[config.mk]
export PLATFORM = sky130hd
export DESIGN_NAME = game_sequencer
export DESIGN_NICKNAME = d
export VERILOG_FILES = /design/src/rtl/game_sequencer.sv
export SDC_FILE = /design/constraint.sdc
export NUM_CORES = 1
export LEC_CHECK = 0
export CORE_AREA = 8 8 205 207
export CTS_CLUSTER_DIAMETER = 50
export DETAILED_ROUTE_END_ITERATION = 10
export DIE_AREA = 0 0 213 215
export DONT_BUFFER_PORTS = 1
export GPL_ROUTABILITY_DRIVEN = 0
export GPL_TIMING_DRIVEN = 0
export PLACE_DENSITY = 0.3
export SKIP_LAST_GASP = 1
export SLEW_MARGIN = 20
export SYNTH_ARGS = -nofsm -noshare
export SYNTH_HDL_FRONTEND = slang
export SYNTH_SLANG_ARGS = --single-unit
[constraint.sdc]
create_clock -name CLK -period 1.9 [get_ports CLK]
set_input_delay 0.19 -clock CLK [delete_from_list [all_inputs] [get_ports CLK]]
set_output_delay 0.19 -clock CLK [all_outputs]
set_load 0.05 [all_outputs]
[src/rtl/game_sequencer.sv]
// Game controller for the asteroid-avoider: IDLE/PLAY/HIT/OVER sequencing, key-to-move pulses,
// tick pacing, collision, score and lives. Define AUTO_REPEAT_EN to add held-key auto-repeat moves.
module game_sequencer #(
   parameter int TICK_DIV     = 25000,
   parameter int HIT_TICKS    = 8,
   parameter int LIVES        = 3,
   parameter int REPEAT_TICKS = 4,
   parameter int SCORE_W      = 10
) (
   input  logic                CLK,
   input  logic                RST_N,
   input  logic                KEY_L,
   input  logic                KEY_R,
   input  logic                KEY_START,
   input  logic [15:0][15:0]   ShipPixels,
   input  logic [15:0][15:0]   RockPixels,
   output logic                SHIP_L,
   output logic                SHIP_R,
   output logic                SHIP_RST,
   output logic                FIELD_STEP,
   output logic                FIELD_CLR,
   output logic [1:0]          STATE,
   output logic [SCORE_W-1:0]  SCORE,
   output logic [2:0]          LIVES_LEFT,
   output logic                GAME_OVER
);

   localparam logic [1:0] S_IDLE = 2'd0;
   localparam logic [1:0] S_PLAY = 2'd1;
   localparam logic [1:0] S_HIT  = 2'd2;
   localparam logic [1:0] S_OVER = 2'd3;

   localparam int TW = (TICK_DIV > 1) ? $clog2(TICK_DIV) : 1;
   localparam int HW = $clog2(HIT_TICKS + 1);
   localparam logic [TW-1:0] TICK_LAST = TW'(TICK_DIV - 1);
   localparam logic [HW-1:0] HIT_LAST  = HW'(HIT_TICKS - 1);

   logic                r_armed;
   logic                r_key_l, r_key_r, r_key_s;
   logic                r_prev_l, r_prev_r, r_prev_s;
   logic                r_coll;
   logic [1:0]          r_state;
   logic [TW-1:0]       r_tick_cnt;
   logic [HW-1:0]       r_hit_cnt;
   logic [SCORE_W-1:0]  r_score;
   logic [2:0]          r_lives;
   logic                r_ship_l, r_ship_r, r_ship_rst, r_field_step, r_game_over;

   logic                w_rise_l, w_rise_r, w_rise_s, w_tick, w_rpt_fire;
   logic [1:0]          w_state_nxt;
   logic [TW-1:0]       w_tick_nxt;
   logic [HW-1:0]       w_hit_nxt;
   logic [SCORE_W-1:0]  w_score_nxt;
   logic [2:0]          w_lives_nxt;
   logic                w_ship_l_nxt, w_ship_r_nxt, w_rst_nxt, w_step_nxt;

   assign w_rise_l = r_key_l & ~r_prev_l;
   assign w_rise_r = r_key_r & ~r_prev_r;
   assign w_rise_s = r_key_s & ~r_prev_s;
   assign w_tick   = (r_tick_cnt == TICK_LAST);

`ifdef AUTO_REPEAT_EN
   localparam int RW = $clog2(REPEAT_TICKS + 1);
   localparam logic [RW-1:0] RPT_LAST = RW'(REPEAT_TICKS - 1);

   logic [RW-1:0] r_rpt_cnt;
   logic          w_rpt_run;

   // Counts ticks only while exactly one direction key is held during uninterrupted play.
   assign w_rpt_run  = (r_state == S_PLAY) & (r_key_l ^ r_key_r) & ~r_coll;
   assign w_rpt_fire = w_rpt_run & w_tick & (r_rpt_cnt == RPT_LAST);

   always_ff @(posedge CLK or negedge RST_N) begin
      if (!RST_N) begin
         r_rpt_cnt <= '0;
      end else if (!w_rpt_run || w_rpt_fire) begin
         r_rpt_cnt <= '0;
      end else if (w_tick) begin
         r_rpt_cnt <= r_rpt_cnt + 1'b1;
      end
   end
`else
   assign w_rpt_fire = 1'b0;
`endif

   always_comb begin
      w_state_nxt  = r_state;
      w_tick_nxt   = w_tick ? '0 : r_tick_cnt + 1'b1;
      w_hit_nxt    = r_hit_cnt;
      w_score_nxt  = r_score;
      w_lives_nxt  = r_lives;
      w_ship_l_nxt = 1'b0;
      w_ship_r_nxt = 1'b0;
      w_rst_nxt    = 1'b0;
      w_step_nxt   = 1'b0;
      case (r_state)
         S_PLAY: begin
            if (r_coll) begin
               w_lives_nxt = r_lives - 3'd1;
               w_tick_nxt  = '0;
               w_hit_nxt   = '0;
               w_state_nxt = S_HIT;
            end else begin
               if (w_tick) begin
                  w_step_nxt = 1'b1;
                  if (r_score != {SCORE_W{1'b1}}) w_score_nxt = r_score + 1'b1;
               end
               w_ship_l_nxt = (w_rise_l & ~w_rise_r) | (w_rpt_fire & r_key_l);
               w_ship_r_nxt = (w_rise_r & ~w_rise_l) | (w_rpt_fire & r_key_r);
            end
         end
         S_HIT: begin
            if (w_tick) begin
               if (r_hit_cnt == HIT_LAST) begin
                  w_hit_nxt = '0;
                  if (r_lives == 3'd0) begin
                     w_state_nxt = S_OVER;
                  end else begin
                     w_rst_nxt   = 1'b1;
                     w_tick_nxt  = '0;
                     w_state_nxt = S_PLAY;
                  end
               end else begin
                  w_hit_nxt = r_hit_cnt + 1'b1;
               end
            end
         end
         default: begin
            // IDLE and OVER share the start sequence; the counter rests at zero meanwhile.
            w_tick_nxt = '0;
            if (w_rise_s) begin
               w_rst_nxt   = 1'b1;
               w_score_nxt = '0;
               w_lives_nxt = 3'(LIVES);
               w_state_nxt = S_PLAY;
            end
         end
      endcase
   end

   always_ff @(posedge CLK or negedge RST_N) begin
      if (!RST_N) begin
         r_armed      <= 1'b0;
         r_key_l      <= 1'b0;
         r_key_r      <= 1'b0;
         r_key_s      <= 1'b0;
         r_prev_l     <= 1'b0;
         r_prev_r     <= 1'b0;
         r_prev_s     <= 1'b0;
         r_coll       <= 1'b0;
         r_state      <= S_IDLE;
         r_tick_cnt   <= '0;
         r_hit_cnt    <= '0;
         r_score      <= '0;
         r_lives      <= 3'd0;
         r_ship_l     <= 1'b0;
         r_ship_r     <= 1'b0;
         r_ship_rst   <= 1'b0;
         r_field_step <= 1'b0;
         r_game_over  <= 1'b0;
      end else begin
         // First edge after reset seeds the previous-key stage so keys held through reset do not rise.
         r_armed      <= 1'b1;
         r_key_l      <= KEY_L;
         r_key_r      <= KEY_R;
         r_key_s      <= KEY_START;
         r_prev_l     <= r_armed ? r_key_l : KEY_L;
         r_prev_r     <= r_armed ? r_key_r : KEY_R;
         r_prev_s     <= r_armed ? r_key_s : KEY_START;
         r_coll       <= |(ShipPixels & RockPixels);
         r_state      <= w_state_nxt;
         r_tick_cnt   <= w_tick_nxt;
         r_hit_cnt    <= w_hit_nxt;
         r_score      <= w_score_nxt;
         r_lives      <= w_lives_nxt;
         r_ship_l     <= w_ship_l_nxt;
         r_ship_r     <= w_ship_r_nxt;
         r_ship_rst   <= w_rst_nxt;
         r_field_step <= w_step_nxt;
         r_game_over  <= (w_state_nxt == S_OVER);
      end
   end

   assign SHIP_L     = r_ship_l;
   assign SHIP_R     = r_ship_r;
   assign SHIP_RST   = r_ship_rst;
   assign FIELD_CLR  = r_ship_rst;
   assign FIELD_STEP = r_field_step;
   assign STATE      = r_state;
   assign SCORE      = r_score;
   assign LIVES_LEFT = r_lives;
   assign GAME_OVER  = r_game_over;

endmodule

==> flow_summary.yaml <==
power:
  p_per_area_mw_per_mm2: 756
  p_leak_nw: 1.69
  peakVddDrop_uv: 393
timing:
  finalSetupViolCount: 2
  max-slew-margin-rel_pct: 52.4
  rsz0062_at_grt: "yes"
  fmaxAchievable_ghz: 0.519
  min_period_ps: 1930
  tightest_slew_ps: 715
  clock_skew_ps: 5.35
  slew_violations: 0
  setup_slack_ps: -27.1
  hold_violations: 0
  finalCritPeriodShare_pct: 101
layout:
  drive_above_1_share_pct: 17.7
  area_growth_pct: 32.9
  final_cell_mix: "a22o_1 (64), a221oi_1 (63), dfrtp_1 (35)"
  fill_cells: 4472
  fin_nets: 942
  fin_cells: 957
  mostFrequentLayoutCell: "a22o_1"
cts:
  clock-sinks: 47
  htree_levels: 2
  clk_pin_slew_ps: 70
  ctsLongestPathBuffers: 2
  cts-root-buf: "clkbuf_16"
  cts_made_buffers: 5
  clk_latency_ps: 290
  cts_tree: "done"
detailed_routing:
  route.vias.total: 4553
  drtIter0Drc: 494
  wl_um: 44900
  dr.pass1.iters: 5
  drc: 0
  vias_per_cell: 4.76
  drtAntennaViolNets: 0
  wl_per_cell_um: 46.9
grt:
  grt_max_degree: 48
  grt_pass1_vias: 4421
  grt_overflow_total: 0
  grt_pass1_wl_um: 55000
  antenna_found_initial: 67
  grt_usage_pct: 18.7
run_status:
  status: "finished, violations left"
  violations: "negative setup slack"
critical_path:
  cp_max_fo: 5
  reg2regPathDepth: 7
  required_ps: 2090
  rrSetupSlack_ps: -30
  crit_type: "flop to flop"
  arrival_ps: 2120
  end_kind: "flop"
  r2r-end: "SCORE[7]"
  cp-start-kind: "flop"
  worstReg2RegStart: "STATE[0]"
floorplanning:
  fp.coreArea_mm2: 0.0390
  ioPinCount: 538
  rows: 73
  dieArea_mm2: 0.0458
  fp.dieH_um: 215
  fp.dieW_um: 213
  initial_core_util_pct: 9.52
logic_synthesis:
  syn-num-nets: 921
  syn_avg_cell_area_um2: 9.35
  yosysSeqAreaShare_pct: 31.7
  synth_edf_count: 0
  yosysWarnings: 0
  synthArstFlopShare_pct: 100
  synth_area_mm2: 0.00371
  ys_seq_elements: 47
  ys.flop_type: "dfrtp_1"
  ys_types: 52
  syn_inst: 397
place:
  place_hpwl_um: 41700
  dpl.cell_count: 922
  io_buffers: 0
  post-place-ws_ps: -532
worst_hold_path:
  worstHoldStart: "KEY_R"
  min_path_cells: 1
  hold_path_end: "r_prev_r"
  hp-class: "primary input to flop"
flow_run:
  cap_viol_max_count: 0
-- registers in the layout (all words and copies together) (netlist names), 2 cells and up --
| register | flops |
|---|---|
| r_tick_cnt | 15 |
| r_hit_cnt | 4 |
| LIVES_LEFT | 3 |
| SCORE | 10 |
| STATE | 2 |
-- report_power, final --
| group | switching [mW] | total, mW | internal, mW |
|---|---|---|---|
| Sequential | 0.330 | 1.42 | 1.09 |
| Clock | 0.424 | 1.18 | 0.755 |
| Combinational | 0.622 | 1.14 | 0.513 |
| Total | 1.38 | 3.73 | 2.35 |
-- how the worst max path moves through the flow --
stage | endpoint | depth (start not counted) | slack (ps) | from
6_report | SCORE[7] | 7 | -30 | STATE[0]
4_1_cts | SCORE[7] | 9 | -90 | STATE[1]
5_1_grt | SCORE[3] | 8 | -130 | STATE[1]
2_1_floorplan | SCORE[7] | 10 | -10 | STATE[1]
3_5_place_dp | r_coll | 5 | -530 | ShipPixels[80]
3_3_place_gp | r_coll | 5 | -490 | ShipPixels[80]
-- per-stage QoR --
step / power [mW] / instance area [µm²] / hold WS [ps] / setup TNS, ps / utilization (%)
2_1_floorplan: 2.07 / 3760 / -106 / -19.7 / -
3_3_place_gp: 2.38 / 4420 / -104 / -3990 / 11.3
3_5_place_dp: 2.38 / 4420 / -104 / -4090 / 11.3
4_1_cts: 3.72 / 4770 / 28.6 / -391 / 12.2
5_1_grt: 3.97 / 4910 / 33.5 / -1010 / 12.6
6_report: 3.73 / 4940 / 41.3 / -28.7 / 12.7
-- logic make-up (layout without fill, tap and decap cells) --
kind of cell,Yosys count,after routing,synth area share [%]
other cells,1,14,0.101
compound gates,163,163,36.2
mux,7,7,1.99
xor+xnor,15,15,3.54
fa+ha+maj,7,7,2.36
simple gates,135,136,21.4
buf+inv,22,43,2.73
flops,47,47,31.7
-- synthesized netlist by cell type (7+ instances only) --
master,number,area (µm²)
nor2_1,30,113
a221oi_1,64,561
o21ai_0,8,40.0
nand2_1,20,75.1
nand3_1,7,35.0
nand4_1,27,169
and3_1,9,56.3
inv_1,11,41.3
xnor2_1,9,78.8
ha_1,7,87.6
a21oi_1,9,45.0
a22o_1,64,561
dfrtp_1,47,1180
-- critical path: stages, from the launching register on --
cell	delay [ps]
dfrtp_4	590
ha_4	230
nor3b_4	210
o21ai_4	110
nor3_4	290
buf_6	170
a21oi_2	50
o21a_1	160
-- cell type report --
cell class                 instances  area, µm²  share of cell area, %
multi-input combinational        329       2590                   52.4
sequential                        47       1200                   24.2
tap                              525        657                   13.3
timing repair buffer              17        161                   3.27
clock buffer                       5        125                   2.53
clock inverter                     3       67.6                   1.37
buffer                             7       65.1                   1.32
inverter                          11       43.8                  0.887
antenna                           13       32.5                  0.659
-- per-layer routing --
| metal | wire length (µm) | GRT usage (%) | vias up |
|---|---|---|---|
| li1 | - | - | 1742 |
| met1 | 14800 | 18.0 | 2205 |
| met2 | 20600 | 30.0 | 381 |
| met3 | 8230 | 17.5 | 143 |
| met4 | 772 | 1.79 | 82 |
| met5 | 544 | 0 | - |
-- repair_timing --
action / CTS / global route
pin swaps: 7 / 15
hold buffers: 5 / 0
setup buffers: 5 / 6
endpoints found under the setup margin: 28 / 26
gates cloned: 1 / 1
resized for setup: 19 / 26
endpoints found under the hold margin: 50 / 0
(Power assumes the default switching activity.)
